--- config.mk ---
export PLATFORM = sky130hd
export DESIGN_NAME = regfile_write_scheduler
export DESIGN_NICKNAME = d
export VERILOG_FILES = /design/src/rtl/regfile_pkg.sv /design/src/rtl/regfile_write_scheduler_rr_pick2.sv /design/src/rtl/regfile_write_scheduler.sv
export SDC_FILE = /design/constraint.sdc
export NUM_CORES = 1
export LEC_CHECK = 0
export CAP_MARGIN = 20
export CORE_MARGIN = 8
export CORE_UTILIZATION = 40
export CTS_CLUSTER_DIAMETER = 50
export DETAILED_ROUTE_END_ITERATION = 6
export GPL_TIMING_DRIVEN = 1
export PLACE_DENSITY_LB_ADDON = 0.2
export SYNTH_ARGS = -nofsm -noshare
export SYNTH_HDL_FRONTEND = slang
export SYNTH_SLANG_ARGS = --single-unit
--- constraint.sdc ---
create_clock -name clk -period 13.8 [get_ports clk]
set_input_delay 2.76 -clock clk [delete_from_list [all_inputs] [get_ports clk]]
set_output_delay 2.76 -clock clk [all_outputs]
set_load 0.02 [all_outputs]
--- src/rtl/regfile_pkg.sv ---
// Shared definitions for the register block and its write-port scheduler.
package regfile_pkg;

   localparam int AW = 5;
   localparam int DW = 32;

   // Address of the hard-wired zero register; writes to it are discarded.
   localparam logic [4:0] REG_ZERO = 5'd0;

   // Write-port indices of the register block.
   localparam logic PORT1 = 1'b0;
   localparam logic PORT2 = 1'b1;

   // Number of write strobes asserted on one edge (0, 1 or 2).
   function automatic logic [1:0] strobe_count(input logic s1, input logic s2);
      return {1'b0, s1} + {1'b0, s2};
   endfunction

endpackage

--- src/rtl/regfile_write_scheduler_rr_pick2.sv ---
// Round-robin picker for two write slots.
// Slot A is the first valid requester in scan order starting at ptr_i.
// Slot B is the next valid requester whose address differs from slot A's.
module rr_pick2
   import regfile_pkg::*;
#(
   parameter int NREQ = 4,
   parameter int AW   = regfile_pkg::AW,
   parameter int PW   = $clog2(NREQ)
) (
   input  logic [NREQ-1:0]    valid_i,
   input  logic [NREQ*AW-1:0] addr_i,
   input  logic [PW-1:0]      ptr_i,
   output logic [NREQ-1:0]    grant_a_o,
   output logic [NREQ-1:0]    grant_b_o,
   output logic               found_a_o,
   output logic               found_b_o
);

   logic [AW-1:0] addr_s [NREQ];
   logic [PW:0]   sum_s;
   logic [PW-1:0] idx_s;
   logic [AW-1:0] addr_a_s;

   for (genvar g = 0; g < NREQ; g++) begin : g_unpack
      assign addr_s[g] = addr_i[g*AW +: AW];
   end

   // Walk the requesters in rotated order and claim up to two slots.
   always_comb begin
      grant_a_o = '0;
      grant_b_o = '0;
      found_a_o = 1'b0;
      found_b_o = 1'b0;
      sum_s     = '0;
      idx_s     = '0;
      addr_a_s  = '0;
      for (int k = 0; k < NREQ; k++) begin
         sum_s = {1'b0, ptr_i} + (PW+1)'(k);
         if (sum_s >= (PW+1)'(NREQ)) begin
            sum_s = sum_s - (PW+1)'(NREQ);
         end else begin
            sum_s = sum_s;
         end
         idx_s = sum_s[PW-1:0];
         if (valid_i[idx_s] && !found_a_o) begin
            found_a_o        = 1'b1;
            grant_a_o[idx_s] = 1'b1;
            addr_a_s         = addr_s[idx_s];
         end else if (valid_i[idx_s] && !found_b_o && (addr_s[idx_s] != addr_a_s)) begin
            found_b_o        = 1'b1;
            grant_b_o[idx_s] = 1'b1;
         end else begin
            // Same-address or idle requester: it keeps its place for a later cycle.
            found_b_o = found_b_o;
         end
      end
   end

endmodule

--- src/rtl/regfile_write_scheduler.sv ---
// Schedules up to NREQ write-back sources onto the two register-block write
// ports. Zero-register writes are absorbed without occupying a port.
module regfile_write_scheduler
   import regfile_pkg::*;
#(
   parameter int NREQ = 4,
   parameter int AW   = regfile_pkg::AW,
   parameter int DW   = regfile_pkg::DW
) (
   input  logic               clk,
   input  logic               rst,
   input  logic               hold,
   input  logic [NREQ-1:0]    req_valid,
   input  logic [NREQ*AW-1:0] req_addr,
   input  logic [NREQ*DW-1:0] req_data,
   output logic [NREQ-1:0]    req_ready,
   output logic [AW-1:0]      write_reg1,
   output logic [DW-1:0]      write_data1,
   output logic               reg_write,
   output logic [AW-1:0]      write_reg2,
   output logic [DW-1:0]      write_data2,
   output logic               enable,
   output logic [15:0]        write_count
);

   localparam int PW = $clog2(NREQ);

   logic [AW-1:0]   req_addr_s [NREQ];
   logic [DW-1:0]   req_data_s [NREQ];
   logic [NREQ-1:0] zero_hit_s;
   logic [NREQ-1:0] port_valid_s;
   logic [NREQ-1:0] grant_a_s;
   logic [NREQ-1:0] grant_b_s;
   logic            found_a_s;
   logic            found_b_s;

   logic [AW-1:0]   slot_addr_s [2];
   logic [DW-1:0]   slot_data_s [2];
   logic [PW-1:0]   slot_idx_s  [2];

   logic [PW-1:0]   rr_ptr_q, rr_ptr_d;
   logic            reg_write_q, reg_write_d;
   logic            enable_q, enable_d;
   logic [AW-1:0]   write_reg1_q, write_reg1_d;
   logic [AW-1:0]   write_reg2_q, write_reg2_d;
   logic [DW-1:0]   write_data1_q, write_data1_d;
   logic [DW-1:0]   write_data2_q, write_data2_d;
   logic [15:0]     write_count_q, write_count_d;

   // Requester index following idx, wrapping at NREQ.
   function automatic logic [PW-1:0] ptr_after(input logic [PW-1:0] idx);
      if (idx == PW'(NREQ-1)) begin
         return '0;
      end else begin
         return idx + PW'(1'b1);
      end
   endfunction

   for (genvar g = 0; g < NREQ; g++) begin : g_unpack
      assign req_addr_s[g] = req_addr[g*AW +: AW];
      assign req_data_s[g] = req_data[g*DW +: DW];
   end

   // Split pending requests into zero-register writes and port candidates.
   always_comb begin
      zero_hit_s   = '0;
      port_valid_s = '0;
      for (int i = 0; i < NREQ; i++) begin
         if (req_addr_s[i] == AW'(REG_ZERO)) begin
            zero_hit_s[i]   = req_valid[i];
            port_valid_s[i] = 1'b0;
         end else begin
            zero_hit_s[i]   = 1'b0;
            port_valid_s[i] = req_valid[i] & ~hold;
         end
      end
   end

   rr_pick2 #(
      .NREQ (NREQ),
      .AW   (AW),
      .PW   (PW)
   ) u_pick (
      .valid_i   (port_valid_s),
      .addr_i    (req_addr),
      .ptr_i     (rr_ptr_q),
      .grant_a_o (grant_a_s),
      .grant_b_o (grant_b_s),
      .found_a_o (found_a_s),
      .found_b_o (found_b_s)
   );

   // Grant handshake; nothing is accepted while reset is asserted.
   always_comb begin
      if (rst) begin
         req_ready = '0;
      end else begin
         req_ready = zero_hit_s | grant_a_s | grant_b_s;
      end
   end

   // One-hot AND-OR mux of the granted requesters into the two slots.
   always_comb begin
      slot_addr_s[PORT1] = '0;
      slot_addr_s[PORT2] = '0;
      slot_data_s[PORT1] = '0;
      slot_data_s[PORT2] = '0;
      slot_idx_s[PORT1]  = '0;
      slot_idx_s[PORT2]  = '0;
      for (int i = 0; i < NREQ; i++) begin
         slot_addr_s[PORT1] = slot_addr_s[PORT1] | (req_addr_s[i] & {AW{grant_a_s[i]}});
         slot_data_s[PORT1] = slot_data_s[PORT1] | (req_data_s[i] & {DW{grant_a_s[i]}});
         slot_idx_s[PORT1]  = slot_idx_s[PORT1]  | (PW'(i) & {PW{grant_a_s[i]}});
         slot_addr_s[PORT2] = slot_addr_s[PORT2] | (req_addr_s[i] & {AW{grant_b_s[i]}});
         slot_data_s[PORT2] = slot_data_s[PORT2] | (req_data_s[i] & {DW{grant_b_s[i]}});
         slot_idx_s[PORT2]  = slot_idx_s[PORT2]  | (PW'(i) & {PW{grant_b_s[i]}});
      end
   end

   // Next-state for pointer, port registers and write counter.
   always_comb begin
      rr_ptr_d      = rr_ptr_q;
      reg_write_d   = found_a_s;
      enable_d      = found_b_s;
      write_reg1_d  = write_reg1_q;
      write_data1_d = write_data1_q;
      write_reg2_d  = write_reg2_q;
      write_data2_d = write_data2_q;
      write_count_d = write_count_q + {14'd0, strobe_count(found_a_s, found_b_s)};

      // Priority moves just past the last requester that got a port.
      if (found_b_s) begin
         rr_ptr_d = ptr_after(slot_idx_s[PORT2]);
      end else if (found_a_s) begin
         rr_ptr_d = ptr_after(slot_idx_s[PORT1]);
      end else begin
         rr_ptr_d = rr_ptr_q;
      end

      // An unused port keeps its last address/data; only the strobe drops.
      if (found_a_s) begin
         write_reg1_d  = slot_addr_s[PORT1];
         write_data1_d = slot_data_s[PORT1];
      end else begin
         write_reg1_d  = write_reg1_q;
         write_data1_d = write_data1_q;
      end

      if (found_b_s) begin
         write_reg2_d  = slot_addr_s[PORT2];
         write_data2_d = slot_data_s[PORT2];
      end else begin
         write_reg2_d  = write_reg2_q;
         write_data2_d = write_data2_q;
      end
   end

   // State registers; reset drops any in-flight port write at once.
   always_ff @(posedge clk or posedge rst) begin
      if (rst) begin
         rr_ptr_q      <= '0;
         reg_write_q   <= 1'b0;
         enable_q      <= 1'b0;
         write_reg1_q  <= '0;
         write_data1_q <= '0;
         write_reg2_q  <= '0;
         write_data2_q <= '0;
         write_count_q <= 16'd0;
      end else begin
         rr_ptr_q      <= rr_ptr_d;
         reg_write_q   <= reg_write_d;
         enable_q      <= enable_d;
         write_reg1_q  <= write_reg1_d;
         write_data1_q <= write_data1_d;
         write_reg2_q  <= write_reg2_d;
         write_data2_q <= write_data2_d;
         write_count_q <= write_count_d;
      end
   end

   assign reg_write   = reg_write_q;
   assign enable      = enable_q;
   assign write_reg1  = write_reg1_q;
   assign write_data1 = write_data1_q;
   assign write_reg2  = write_reg2_q;
   assign write_data2 = write_data2_q;
   assign write_count = write_count_q;

endmodule
==> results of run 1 <==
## cell usage in the layout, fill, tap and decap left out, types with 8 or more instances in the layout
cell type | synthesis | routed
sky130_fd_sc_hd__dfrtp_1 | 94 | 94
sky130_fd_sc_hd__clkdlybuf4s50_1 | 0 | 250
sky130_fd_sc_hd__clkbuf_16 | 0 | 9
sky130_fd_sc_hd__a22oi_1 | 113 | 113
sky130_fd_sc_hd__xor2_1 | 8 | 8
sky130_fd_sc_hd__inv_1 | 19 | 18
sky130_fd_sc_hd__ha_1 | 9 | 9
sky130_fd_sc_hd__xnor2_1 | 18 | 18
sky130_fd_sc_hd__a31oi_1 | 75 | 75
sky130_fd_sc_hd__nor2_1 | 86 | 86
sky130_fd_sc_hd__nand2_1 | 64 | 62
sky130_fd_sc_hd__mux4_2 | 20 | 20
sky130_fd_sc_hd__buf_4 | 7 | 13
sky130_fd_sc_hd__a21oi_1 | 44 | 44
## sequential cells by signal (all words and copies together), names as in the netlist
| name | count |
|---|---|
| enable | 1 |
| reg_write | 1 |
| rr_ptr_q | 2 |
| write_count | 16 |
| write_data1 | 32 |
| write_data2 | 32 |
| write_reg1 | 5 |
| write_reg2 | 5 |
## kinds of logic (layout without fill, tap and decap cells)
kind of cell	after synthesis	after routing	share of synthesized area
AO/OA/AOI/OAI	288	288	0.3158
AND/OR/NAND/NOR	188	188	0.1284
flip-flops	94	94	0.3656
buffers and inverters	80	298	0.05484
XOR/XNOR	26	26	0.03540
multiplexers	26	26	0.07935
adder cells (fa/ha/maj)	10	10	0.02061
## worst max-delay path by stage
stage / start / end / slack, ps / cells after the start
6_report: req_addr[15] / req_ready[3] / 4020 / 14
5_1_grt: req_addr[10] / req_ready[3] / 3750 / 14
4_1_cts: req_addr[10] / req_ready[1] / 4100 / 14
3_5_place_dp: req_addr[10] / req_ready[1] / 4130 / 14
3_3_place_gp: req_addr[3] / req_ready[1] / 4170 / 14
2_1_floorplan: req_addr[1] / req_ready[2] / 5400 / 13
## where the power goes
| part | switching [uW] | internal, uW |
|---|---|---|
| clock network | 125 | 127 |
| logic | 1050 | 705 |
| registers | 75.3 | 419 |
## area by class of cell
class	instances	area [um2]	area share
clock inverters	7	66.31	0.007087
clock buffers	9	225.2	0.02407
well taps	216	270.3	0.02888
repair buffers	263	2600	0.2778
flip-flops and latches	94	2352	0.2514
inverters	19	73.82	0.007889
multi-input cells	538	3770	0.4029
## critical path: cells and delay by family
family,cells,cell delay [ps]
buffers and inverters,2,1110
AND/OR/NAND/NOR,3,810
XOR/XNOR,1,170
AO/OA/AOI/OAI,8,2190
## layer usage
layer	vias up	GRT usage	wire [um]
met5	-	0	0
met4	0	0.09676	736
met3	48	0.08881	3516
met2	462	0.4068	12160
met1	3339	0.3166	10320
li1	3152	-	-
## stage by stage
step	hold WS, ps	cell area (um2)	std cells
6_report	474.6	9358	1146
2_1_floorplan	582.4	6434	712
3_5_place_dp	466.4	9066	1130
5_1_grt	495.9	9358	1146
3_3_place_gp	460.2	9066	1130
4_1_cts	481.5	9358	1146
==> Implementation_results.wiki, run 1 <==
{| class="wikitable"
! Metric !! Value
|-
| Quantity of hold-fixing buffers added after cts || 0
|-
| Final Worst Setup Slack || 4018 ps
|-
| Maximum Capacitance Violations || 0
|-
| Row count || 46
|-
| Top-count cell post-synth || sky130_fd_sc_hd__a22oi_1
|-
| Count of distinct cell types in the synthesized netlist || 57
|-
| Result of the run || finished clean
|-
| Buffer count from post-CTS setup fixing || 0
|-
| Maximum number of pins on one net before global-route repair || 76
|-
| Die ar. || 20400 um2
|-
| Clock latency on the worst-skew pair || 350 ps
|-
| Depth of the CTS H-tree || 3
|-
| Capturing point of the worst reg2reg path || write_count[14]$_DFF_PP0_
|-
| Final count of hold timing violations || 0
|-
| DRC Markers || 0
|-
| Fmax || 0.1022 GHz
|-
| Setup TNS after final layout || 0 ps
|-
| Cells after synthesis || 712
|-
| Fraction of layout instances using a drive strength above 1 || 0.08065
|-
| Largest cells by area after synthesis || sky130_fd_sc_hd__dfrtp_1 (37%), sky130_fd_sc_hd__a22oi_1 (13%), sky130_fd_sc_hd__a31oi_1 (7.3%)
|-
| Async set-or-reset flop fraction in the synthesized netlist || 1.000
|-
| Arrival time at the worst endpoint || 7020 ps
|-
| Initial antenna violation count || 0
|-
| Hold_sp || write_count[15]$_DFF_PP0_
|-
| Area of the mapped netlist || 6434 um2
|-
| Routability Congestion || 0.9135
|-
| Most frequently used flop master after synthesis || sky130_fd_sc_hd__dfrtp_1
|-
| Power consumption || 2496 uW
|-
| Number of warning messages in the yosys log || 0
|-
| Total CTS buffers || 9
|-
| Floorplan Core Area || 15830 um2
|-
| Vias/cell || 6.109
|-
| Flip-flop and latch count after synthesis || 94
|-
| Setup violators final || 0
|-
| Number of global-route vias before repair || 7195
|-
| Number of inserted filler cells in the final layout || 1434
|-
| Starting density of the core || 0.4065
|-
| Commonest cells in the synthesized netlist || sky130_fd_sc_hd__a22oi_1 (113), sky130_fd_sc_hd__dfrtp_1 (94), sky130_fd_sc_hd__nor2_1 (86)
|-
| I/O pin count || 251
|-
| Reg-to-Reg Start || rr_ptr_q[1]$_DFFE_PP0P_
|-
| Global-route wire length before repair || 40.44 mm
|-
| Antenna Nets Post-Route || 0
|-
| Total leakage power || 0.003503 uW
|-
| EDFF count, synth || 0
|-
| Terminating pin of the worst hold path || write_count[15]$_DFF_PP0_
|-
| Overall overflow remaining after global route || 0
|-
| Starting DRC count in detailed routing || 693
|-
| Share of the clock period used by the worst path || 0.7088
|-
| CTS tree || built
|-
| Clock-pin slew on the worst setup and hold paths || 80 ps
|-
| R2r setup slk || 8340 ps
|-
| RSZ-0062 raised after global routing || false
|-
| Estimated wirelength of the detail-placed design || 17.99 mm
|-
| Clk sink count || 94
|-
| Final max-slew violation count || 0
|-
| Max Root-Sink Buffers || 2
|-
| Count of inserted antenna diode cells || 0
|-
| Worst-case clock skew || 7.120 ps
|-
| Router iterations before antenna repair || 7
|-
| Synth top area share || 0.3656
|-
| Maximum fanout encountered on the critical timing path || 7
|-
| Transition time at the pin with the least slew margin || 1052 ps
|-
| Slowest stage cell, crit path || sky130_fd_sc_hd__o311ai_1
|-
| All-layer global routing usage || 0.2570
|-
| Worst vdd ir || 0.1268 mV
|-
| Post-layout nets || 1090
|-
| Synth area leader || sky130_fd_sc_hd__dfrtp_1
|-
| Ratio of total power to cell area || 266.8 nW/um2
|-
| Post-Syn Area per Cell || 9.036 um2
|-
| Cells resized by post-CTS repair || 0
|-
| Cell breakdown of the critical path || clkdlybuf4s50_1 > or4_4 > o211ai_2 > a21oi_1 > o21ai_1 > xnor2_1 > nand3_1 > o311ai_1 > o21ai_1 > a41oi_1 > a21oi_4 > a211oi_1 > nor2_1 > clkdlybuf4s50_1
|-
| Category of the worst setup path capture point || primary output
|-
| Mapped Nets || 877
|-
| Routed vias || 7001
|-
| Die height || 142.8 um
|-
| Post-place setup slack || 4133 ps
|-
| Number of buffers inserted by port buffering || 250
|-
| Root buf cell || sky130_fd_sc_hd__clkbuf_16
|-
| Setup crit start kind || primary input
|-
| Width of the chip || 142.8 um
|-
| DRT Wirelength || 26.73 mm
|-
| Worst hold-check path type || flop to flop
|-
| Worst EP required || 11040 ps
|-
| Slew margin rel. || 0.2959
|-
| Final core utilization || 0.5912
|-
| Signed area change from the synthesized netlist to the final layout || 45.45%
|-
| Critical setup path kind || primary input to primary output
|-
| Logic depth of the worst register-to-register path || 21
|-
| CP max stage delay || 650 ps
|-
| Instance count along the most critical hold path || 1
|-
| Fin crit period || 9782 ps
|-
| Share of synthesized area occupied by flip-flops and latches || 0.3656
|-
| WL/cell || 23.32 um
|}
Note: power is estimated with default switching activity, not from simulation.
==> run 2, diff against run 1 <==
clock period = 10 ns   (was 13.8 ns; I/O delays follow)
==> run 2 against run 1 <==
- clock skew grew 3.9 ps
- via count grew 1.5%
- hold slack gained 11 ps
- final cell count is essentially flat
- non-clock buffer count grew 1
- critical path depth grew 1
- sequential share of layout area shrank 0.090 points
- register-to-register slack lost 4000 ps
- clock-buffer cell count is the same
- critical path type unchanged
- highest routed layer unchanged
==> Implementation_results.wiki, run 2 (synthesis gave the netlist of run 1 again) <==
{| class="wikitable"
! Metric !! Value
|-
| Worst EP required || 8000 ps (was 11040 ps)
|-
| Switching power of the nets || 1723 uW (was 1246 uW)
|-
| Arrival time at the worst endpoint || 6640 ps (was 7020 ps)
|-
| Initial antenna violation count || 0 (unchanged)
|-
| Final Worst Setup Slack || 1360 ps (was 4018 ps)
|-
| Highest-count cells in the layout ignoring fill and taps || sky130_fd_sc_hd__clkdlybuf4s50_1 (250), sky130_fd_sc_hd__a22oi_1 (113), sky130_fd_sc_hd__dfrtp_1 (94), sky130_fd_sc_hd__nor2_1 (86), sky130_fd_sc_hd__a31oi_1 (75) (unchanged)
|-
| Maximum fanout encountered on the critical timing path || 40 (was 7)
|-
| Overall overflow remaining after global route || 0 (unchanged)
|-
| Share of the clock period used by the worst path || 0.8640
|-
| Most common cell after layout, fill and taps aside || sky130_fd_sc_hd__clkdlybuf4s50_1 (unchanged)
|-
| Fmax || 0.1157 GHz
|-
| Final max-slew violation count || 0 (unchanged)
|-
| Count of inserted antenna diode cells || 0 (unchanged)
|-
| Number of inserted filler cells in the final layout || 1418 (was 1434)
|-
| Number of buffers inserted by port buffering || 250 (unchanged)
|-
| Slew margin rel. || 0.2847 (was 0.2959)
|-
| Maximum Capacitance Violations || 0 (unchanged)
|-
| Worst-case clock skew || 11.05 ps (was 7.120 ps)
|-
| Number of global-route vias before repair || 7166 (was 7195)
|-
| Starting density of the core || 0.4065 (unchanged)
|-
| Reg-to-Reg Start || rr_ptr_q[1]$_DFFE_PP0P_ (unchanged)
|-
| Post-layout nets || 1091 (was 1090)
|-
| Row count || 46 (unchanged)
|-
| Switching power share of the total || 0.4991 (was 0.4990)
|-
| Vias/cell || 6.198 (was 6.109)
|-
| Starting DRC count in detailed routing || 609 (was 693)
|-
| Logic depth of the worst register-to-register path || 21 (unchanged)
|-
| Total CTS buffers || 9 (unchanged)
|-
| Clock-pin slew on the worst setup and hold paths || 80 ps (about the same)
|-
| Cell-internal power || 1729 uW (was 1251 uW)
|-
| Routability Congestion || 0.9712 (was 0.9135)
|-
| Setup violators final || 0 (unchanged)
|-
| Worst hold-check path type || flop to flop (unchanged)
|-
| RSZ-0062 raised after global routing || false (unchanged)
|-
| Final count of hold timing violations || 0 (unchanged)
|-
| Root buf cell || sky130_fd_sc_hd__clkbuf_16 (unchanged)
|-
| Capturing instance or port of the critical path || req_ready[3] (unchanged)
|-
| Fin crit period || 8640 ps
|-
| R2r setup slk || 4340 ps (was 8340 ps)
|-
| I/O pin count || 251 (unchanged)
|-
| Width of the chip || 142.8 um (unchanged)
|-
| Clock latency on the worst-skew pair || 360 ps (was 350 ps)
|-
| Die height || 142.8 um (unchanged)
|-
| Combinational group share of total power || 0.700 (was 0.701)
|-
| All-layer global routing usage || 0.2561 (was 0.2570)
|-
| Routed vias || 7109 (was 7001)
|-
| Minimum hold slack || 486.1 ps (was 474.6 ps)
|-
| Die ar. || 20400 um2 (unchanged)
|-
| DRC Markers || 0 (unchanged)
|-
| Part of the total power dissipated in the clock network || 0.102 (was 0.101)
|-
| Area of all placed cells without fillers || 9392 um2 (was 9358 um2)
|-
| Floorplan Core Area || 15830 um2 (unchanged)
|-
| WL/cell || 23.33 um (was 23.32 um)
|-
| Max Root-Sink Buffers || 2 (unchanged)
|-
| Buffer count from post-CTS setup fixing || 0 (unchanged)
|-
| Flop pwr share || 0.198 (about the same)
|-
| Ratio of total power to cell area || 367.5 nW/um2 (was 266.8 nW/um2)
|-
| Category of the worst setup path capture point || primary output (unchanged)
|-
| Antenna Nets Post-Route || 0 (unchanged)
|-
| DRT Wirelength || 26.76 mm (was 26.73 mm)
|-
| Result of the run || finished clean (unchanged)
|-
| Quantity of hold-fixing buffers added after cts || 0 (unchanged)
|-
| Total leakage power || 0.003518 uW (was 0.003503 uW)
|-
| Global-route wire length before repair || 40.37 mm (was 40.44 mm)
|-
| Signed area change from the synthesized netlist to the final layout || 45.97% (was 45.45%)
|-
| Clk sink count || 94 (unchanged)
|-
| Critical Path Start || req_addr[10] (was req_addr[15])
|-
| Fraction of layout instances using a drive strength above 1 || 0.08163 (was 0.08065)
|-
| Worst vdd ir || 0.1465 mV (was 0.1268 mV)
|-
| Estimated wirelength of the detail-placed design || 18.06 mm (was 17.99 mm)
|-
| Router iterations before antenna repair || 6 (was 7)
|-
| Setup TNS after final layout || 0 ps (unchanged)
|-
| CTS tree || built (unchanged)
|-
| Transition time at the pin with the least slew margin || 1069 ps (was 1052 ps)
|-
| Cells resized by post-CTS repair || 0 (unchanged)
|-
| Post-place setup slack || 1463 ps (was 4133 ps)
|-
| Setup crit start kind || primary input (unchanged)
|-
| Critical setup path kind || primary input to primary output (unchanged)
|-
| Area of placed instances || 9066 um2 (unchanged)
|-
| Capturing point of the worst reg2reg path || write_count[14]$_DFF_PP0_ (unchanged)
|-
| Depth of the CTS H-tree || 3 (unchanged)
|-
| Maximum number of pins on one net before global-route repair || 76 (unchanged)
|}
==> run 2: stage by stage <==
stage | cells | utilization | power (uW)
finish | 1147 | 0.5934 | 3451
global route | 1147 | 0.5934 | 3670
CTS | 1146 | 0.5916 | 3444
detailed placement | 1130 | 0.5728 | 3078
global placement | 1130 | 0.5728 | 3062
floorplan | 712 | - | 2201
==> run 2: critical path: stages <==
cell and delay [ps]:
sky130_fd_sc_hd__clkdlybuf4s50_1 560, sky130_fd_sc_hd__or4_4 620, sky130_fd_sc_hd__o211ai_2 220, sky130_fd_sc_hd__a21oi_1 170
sky130_fd_sc_hd__o21ai_1 390, sky130_fd_sc_hd__xnor2_1 170, sky130_fd_sc_hd__nand3_1 150, sky130_fd_sc_hd__o311ai_1 670
sky130_fd_sc_hd__o21ai_1 140, sky130_fd_sc_hd__a41oi_1 300, sky130_fd_sc_hd__a21oi_4 40, sky130_fd_sc_hd__buf_4 320
sky130_fd_sc_hd__a211oi_1 260, sky130_fd_sc_hd__nor2_1 60, sky130_fd_sc_hd__clkdlybuf4s50_1 550
==> run 2: metal layers <==
metal,vias to the layer above,track usage,share of wire
met5,-,0,0
met4,0,0.09284,0.026
met3,58,0.08314,0.12
met2,453,0.3998,0.45
met1,3441,0.3248,0.40
li1,3157,-,-
==> run 2: power groups by stage <==
stage | registers (uW) | logic (uW) | clock network (uW)
3_5_place_dp | 686 | 2390 | 0
4_1_cts | 683 | 2400 | 362
6_report | 683 | 2420 | 352
2_1_floorplan | 893 | 1310 | 0
3_3_place_gp | 680 | 2380 | 0
5_1_grt | 706 | 2590 | 378
==> run 2: worst min path at each step <==
stage	cells past startpoint	slack (ps)	from	to
after detailed placement	1	470	write_count[15]$_DFF_PP0_	write_count[15]$_DFF_PP0_
after floorplan	1	580	write_count[15]$_DFF_PP0_	write_count[15]$_DFF_PP0_
after global placement	1	460	write_count[15]$_DFF_PP0_	write_count[15]$_DFF_PP0_
final	1	490	write_count[15]$_DFF_PP0_	write_count[15]$_DFF_PP0_
after global routing	1	500	write_count[15]$_DFF_PP0_	write_count[15]$_DFF_PP0_
after CTS	1	480	write_count[15]$_DFF_PP0_	write_count[15]$_DFF_PP0_
==> run 2: area by class of cell <==
type / instances / area [um2] / area share
multi-input combinational: 538 / 3770 / 0.4014
timing repair buffer: 264 / 2628 / 0.2798
sequential: 94 / 2352 / 0.2505
tap: 216 / 270.3 / 0.02878
clock buffer: 9 / 225.2 / 0.02398
inverter: 19 / 73.82 / 0.007860
clock inverter: 7 / 72.57 / 0.007727
==> run 3, diff against run 2 <==
CAP_MARGIN = default   (was 20)
CORE_UTILIZATION = 45   (was 40)
==> run 3 against run 2 <==
- clock power about the same
- global-route usage up 3.5 points
- sequential power rose by 2%
- clock skew down 5.5 ps
- total power grew 0.63%
- register-to-register slack gained 260 ps
- utilization increased by 7.6 points
- largest cell class unchanged
- highest routed layer unchanged
==> Implementation_results.wiki, run 3 (synthesis gave the netlist of run 1 again) <==
{| class="wikitable"
! Metric !! Value
|-
| I/O pin count || 251 (unchanged)
|-
| Arrival time at the worst endpoint || 6230 ps (was 6640 ps)
|-
| Clk sink count || 94 (unchanged)
|-
| Critical path buffers and inverters || 2 (was 3)
|-
| Ratio of total power to cell area || 372.5 nW/um2 (was 367.5 nW/um2)
|-
| Count of inserted antenna diode cells || 0 (unchanged)
|-
| Share of the clock period used by the worst path || 0.8234 (was 0.8640)
|-
| Highest-count cells in the layout ignoring fill and taps || sky130_fd_sc_hd__clkdlybuf4s50_1 (250), sky130_fd_sc_hd__a22oi_1 (113), sky130_fd_sc_hd__dfrtp_1 (94), sky130_fd_sc_hd__nor2_1 (86), sky130_fd_sc_hd__a31oi_1 (75) (unchanged)
|-
| Floorplan Core Area || 13930 um2 (was 15830 um2)
|-
| Cells resized by post-CTS repair || 0 (unchanged)
|-
| Vias/cell || 6.639 (was 6.198)
|-
| Worst vdd ir || 0.1823 mV (was 0.1465 mV)
|-
| Fraction of layout instances using a drive strength above 1 || 0.07948 (was 0.08163)
|-
| Most common cell after layout, fill and taps aside || sky130_fd_sc_hd__clkdlybuf4s50_1 (unchanged)
|-
| Post-layout nets || 1091 (unchanged)
|-
| Overall overflow remaining after global route || 0 (unchanged)
|-
| Routed vias || 7376 (was 7109)
|-
| WL/cell || 24.66 um (was 23.33 um)
|-
| Antenna Nets Post-Route || 0 (unchanged)
|-
| Worst-case clock skew || 5.519 ps (was 11.05 ps)
|-
| Total placed cells including tap cells || 1095 (was 1130)
|-
| Setup violators final || 0 (unchanged)
|-
| Worst EP required || 8000 ps (about the same)
|-
| RSZ-0062 raised after global routing || false (unchanged)
|-
| Number of inserted filler cells in the final layout || 1088 (was 1418)
|-
| Result of the run || finished clean (unchanged)
|-
| All-layer global routing usage || 0.2909 (was 0.2561)
|-
| Final count of hold timing violations || 0 (unchanged)
|-
| Clock-pin slew on the worst setup and hold paths || 80 ps (about the same)
|-
| Total CTS buffers || 9 (unchanged)
|-
| Die ar. || 18380 um2 (was 20400 um2)
|-
| Die height || 135.6 um (was 142.8 um)
|-
| Category of the worst setup path capture point || primary output (unchanged)
|-
| Fin crit period || 8234 ps (was 8640 ps)
|-
| Starting DRC count in detailed routing || 822 (was 609)
|-
| Clock latency on the worst-skew pair || 360 ps (about the same)
|-
| Number of buffers inserted by port buffering || 250 (unchanged)
|-
| Total leakage power || 0.003515 uW (was 0.003518 uW)
|-
| CP max stage delay || 650 ps (was 670 ps)
|-
| Maximum fanout encountered on the critical timing path || 7 (was 40)
|-
| CTS tree || built (unchanged)
|-
| Buffer count from post-CTS setup fixing || 0 (unchanged)
|-
| Register area || 2352 um2 (unchanged)
|-
| Fmax || 0.1214 GHz (was 0.1157 GHz)
|-
| Setup TNS after final layout || 0 ps (unchanged)
|-
| Power consumption || 3473 uW (was 3451 uW)
|-
| Area taken by multi-input logic gates || 3765 um2 (was 3770 um2)
|-
| Width of the chip || 135.6 um (was 142.8 um)
|-
| Critical setup path kind || primary input to primary output (unchanged)
|-
| Fin cells || 1111 (was 1147)
|-
| Number of global-route vias before repair || 7679 (was 7166)
|-
| Routability Congestion || 0.9689 (was 0.9712)
|-
| Top Family by Delay on Critical Path || compound AO/OA/AOI/OAI gates (unchanged)
|-
| Quantity of hold-fixing buffers added after cts || 0 (unchanged)
|-
| Router iterations before antenna repair || 7 (was 6)
|-
| Root buf cell || sky130_fd_sc_hd__clkbuf_16 (unchanged)
|-
| Starting density of the core || 0.4617 (was 0.4065)
|-
| Cell breakdown of the critical path || clkdlybuf4s50_1 > or4_4 > o211ai_2 > a21oi_1 > o21ai_1 > xnor2_1 > nand3_1 > o311ai_1 > o21ai_1 > a41oi_2 > a21oi_4 > a211oi_1 > nor2_1 > clkdlybuf4s50_1 (was clkdlybuf4s50_1 > or4_4 > o211ai_2 > a21oi_1 > o21ai_1 > xnor2_1 > nand3_1 > o311ai_1 > o21ai_1 > a41oi_1 > a21oi_4 > buf_4 > a211oi_1 > nor2_1 > clkdlybuf4s50_1)
|-
| Setup crit start kind || primary input (unchanged)
|-
| Signed area change from the synthesized netlist to the final layout || 44.90% (was 45.97%)
|-
| Max Root-Sink Buffers || 2 (unchanged)
|-
| Slowest stage cell, crit path || sky130_fd_sc_hd__o311ai_1 (unchanged)
|-
| Slew margin rel. || 0.4508 (was 0.2847)
|-
| R2r setup slk || 4600 ps (was 4340 ps)
|-
| Maximum Capacitance Violations || 0 (unchanged)
|-
| Global-route wire length before repair || 42.03 mm (was 40.37 mm)
|-
| DRT Wirelength || 27.40 mm (was 26.76 mm)
|-
| Maximum number of pins on one net before global-route repair || 76 (unchanged)
|-
| Transition time at the pin with the least slew margin || 823.7 ps (was 1069 ps)
|-
| Initial antenna violation count || 0 (unchanged)
|-
| Depth of the CTS H-tree || 3 (unchanged)
|-
| Row count || 43 (was 46)
|-
| Estimated wirelength of the detail-placed design || 18.78 mm (was 18.06 mm)
|-
| Final max-slew violation count || 0 (unchanged)
|-
| Worst hold-check path type || flop to flop (unchanged)
|-
| DRC Markers || 0 (unchanged)
|}
[run 3: cell type report]
class / instances / share of cell area
Tap cell: 180 / 0.02416
Inverter: 19 / 0.007918
Sequential cell: 94 / 0.2523
Clock buffer: 9 / 0.02416
Timing Repair Buffer: 264 / 0.2797
Multi-Input combinational cell: 538 / 0.4038
Clock inverter: 7 / 0.007918
[run 3: path summary, 6_finish.rpt]
path,from,end,depth (start not counted)
worst min register to register,write_count[15]$_DFF_PP0_,write_count[15]$_DFF_PP0_,1
worst max register to register,rr_ptr_q[1]$_DFFE_PP0P_,write_count[14]$_DFF_PP0_,21
max in group asynchronous,rst,write_data1[17]$_DFFE_PP0N_,3
worst max-delay path,req_addr[10],req_ready[1],14
min in group asynchronous,rst,enable$_DFF_PP0_,2
worst min-delay path,write_count[15]$_DFF_PP0_,write_count[15]$_DFF_PP0_,1
[run 3: layer usage]
metal	vias up	track usage	share of wire
met2	608	0.4626	0.46
li1	3155	-	-
met3	72	0.07826	0.12
met1	3541	0.3615	0.39
met5	-	0	0
met4	0	0.1320	0.031
[run 3: worst register-to-register path, cell delays in order, from the launching register on]
cell and delay (ps):
sky130_fd_sc_hd__dfrtp_1 320, sky130_fd_sc_hd__buf_4 290, sky130_fd_sc_hd__inv_1 280, sky130_fd_sc_hd__ha_1 830, sky130_fd_sc_hd__inv_1 170, sky130_fd_sc_hd__a21oi_1 260, sky130_fd_sc_hd__or2_0 380, sky130_fd_sc_hd__nor2_4 120
sky130_fd_sc_hd__a222oi_1 320, sky130_fd_sc_hd__xor2_1 150, sky130_fd_sc_hd__a41o_1 280, sky130_fd_sc_hd__nand3_2 90, sky130_fd_sc_hd__inv_1 80, sky130_fd_sc_hd__fa_1 440, sky130_fd_sc_hd__inv_1 80, sky130_fd_sc_hd__ha_1 170
sky130_fd_sc_hd__and3_1 190, sky130_fd_sc_hd__and3_1 230, sky130_fd_sc_hd__nand2_1 70, sky130_fd_sc_hd__nor2_1 260, sky130_fd_sc_hd__nand3_1 140, sky130_fd_sc_hd__xnor2_1 140
[run 3: per-stage QoR]
stage / setup slack, ps / util / cell area, um2 / hold WS (ps)
after global placement: 1877 / 0.6476 / 9024 / 463.8
after CTS: 1804 / 0.6690 / 9323 / 476.7
after global routing: 1487 / 0.6690 / 9323 / 490.7
after detailed placement: 1835 / 0.6476 / 9024 / 461.6
after floorplan: 3122 / - / 6434 / 582.4
final: 1766 / 0.6690 / 9323 / 472.6
[run 3: power breakdown]
part	switching [uW]	total, uW	internal, uW
combinational	1450	2430	973
sequential	116	695	579
clock	174	351	177
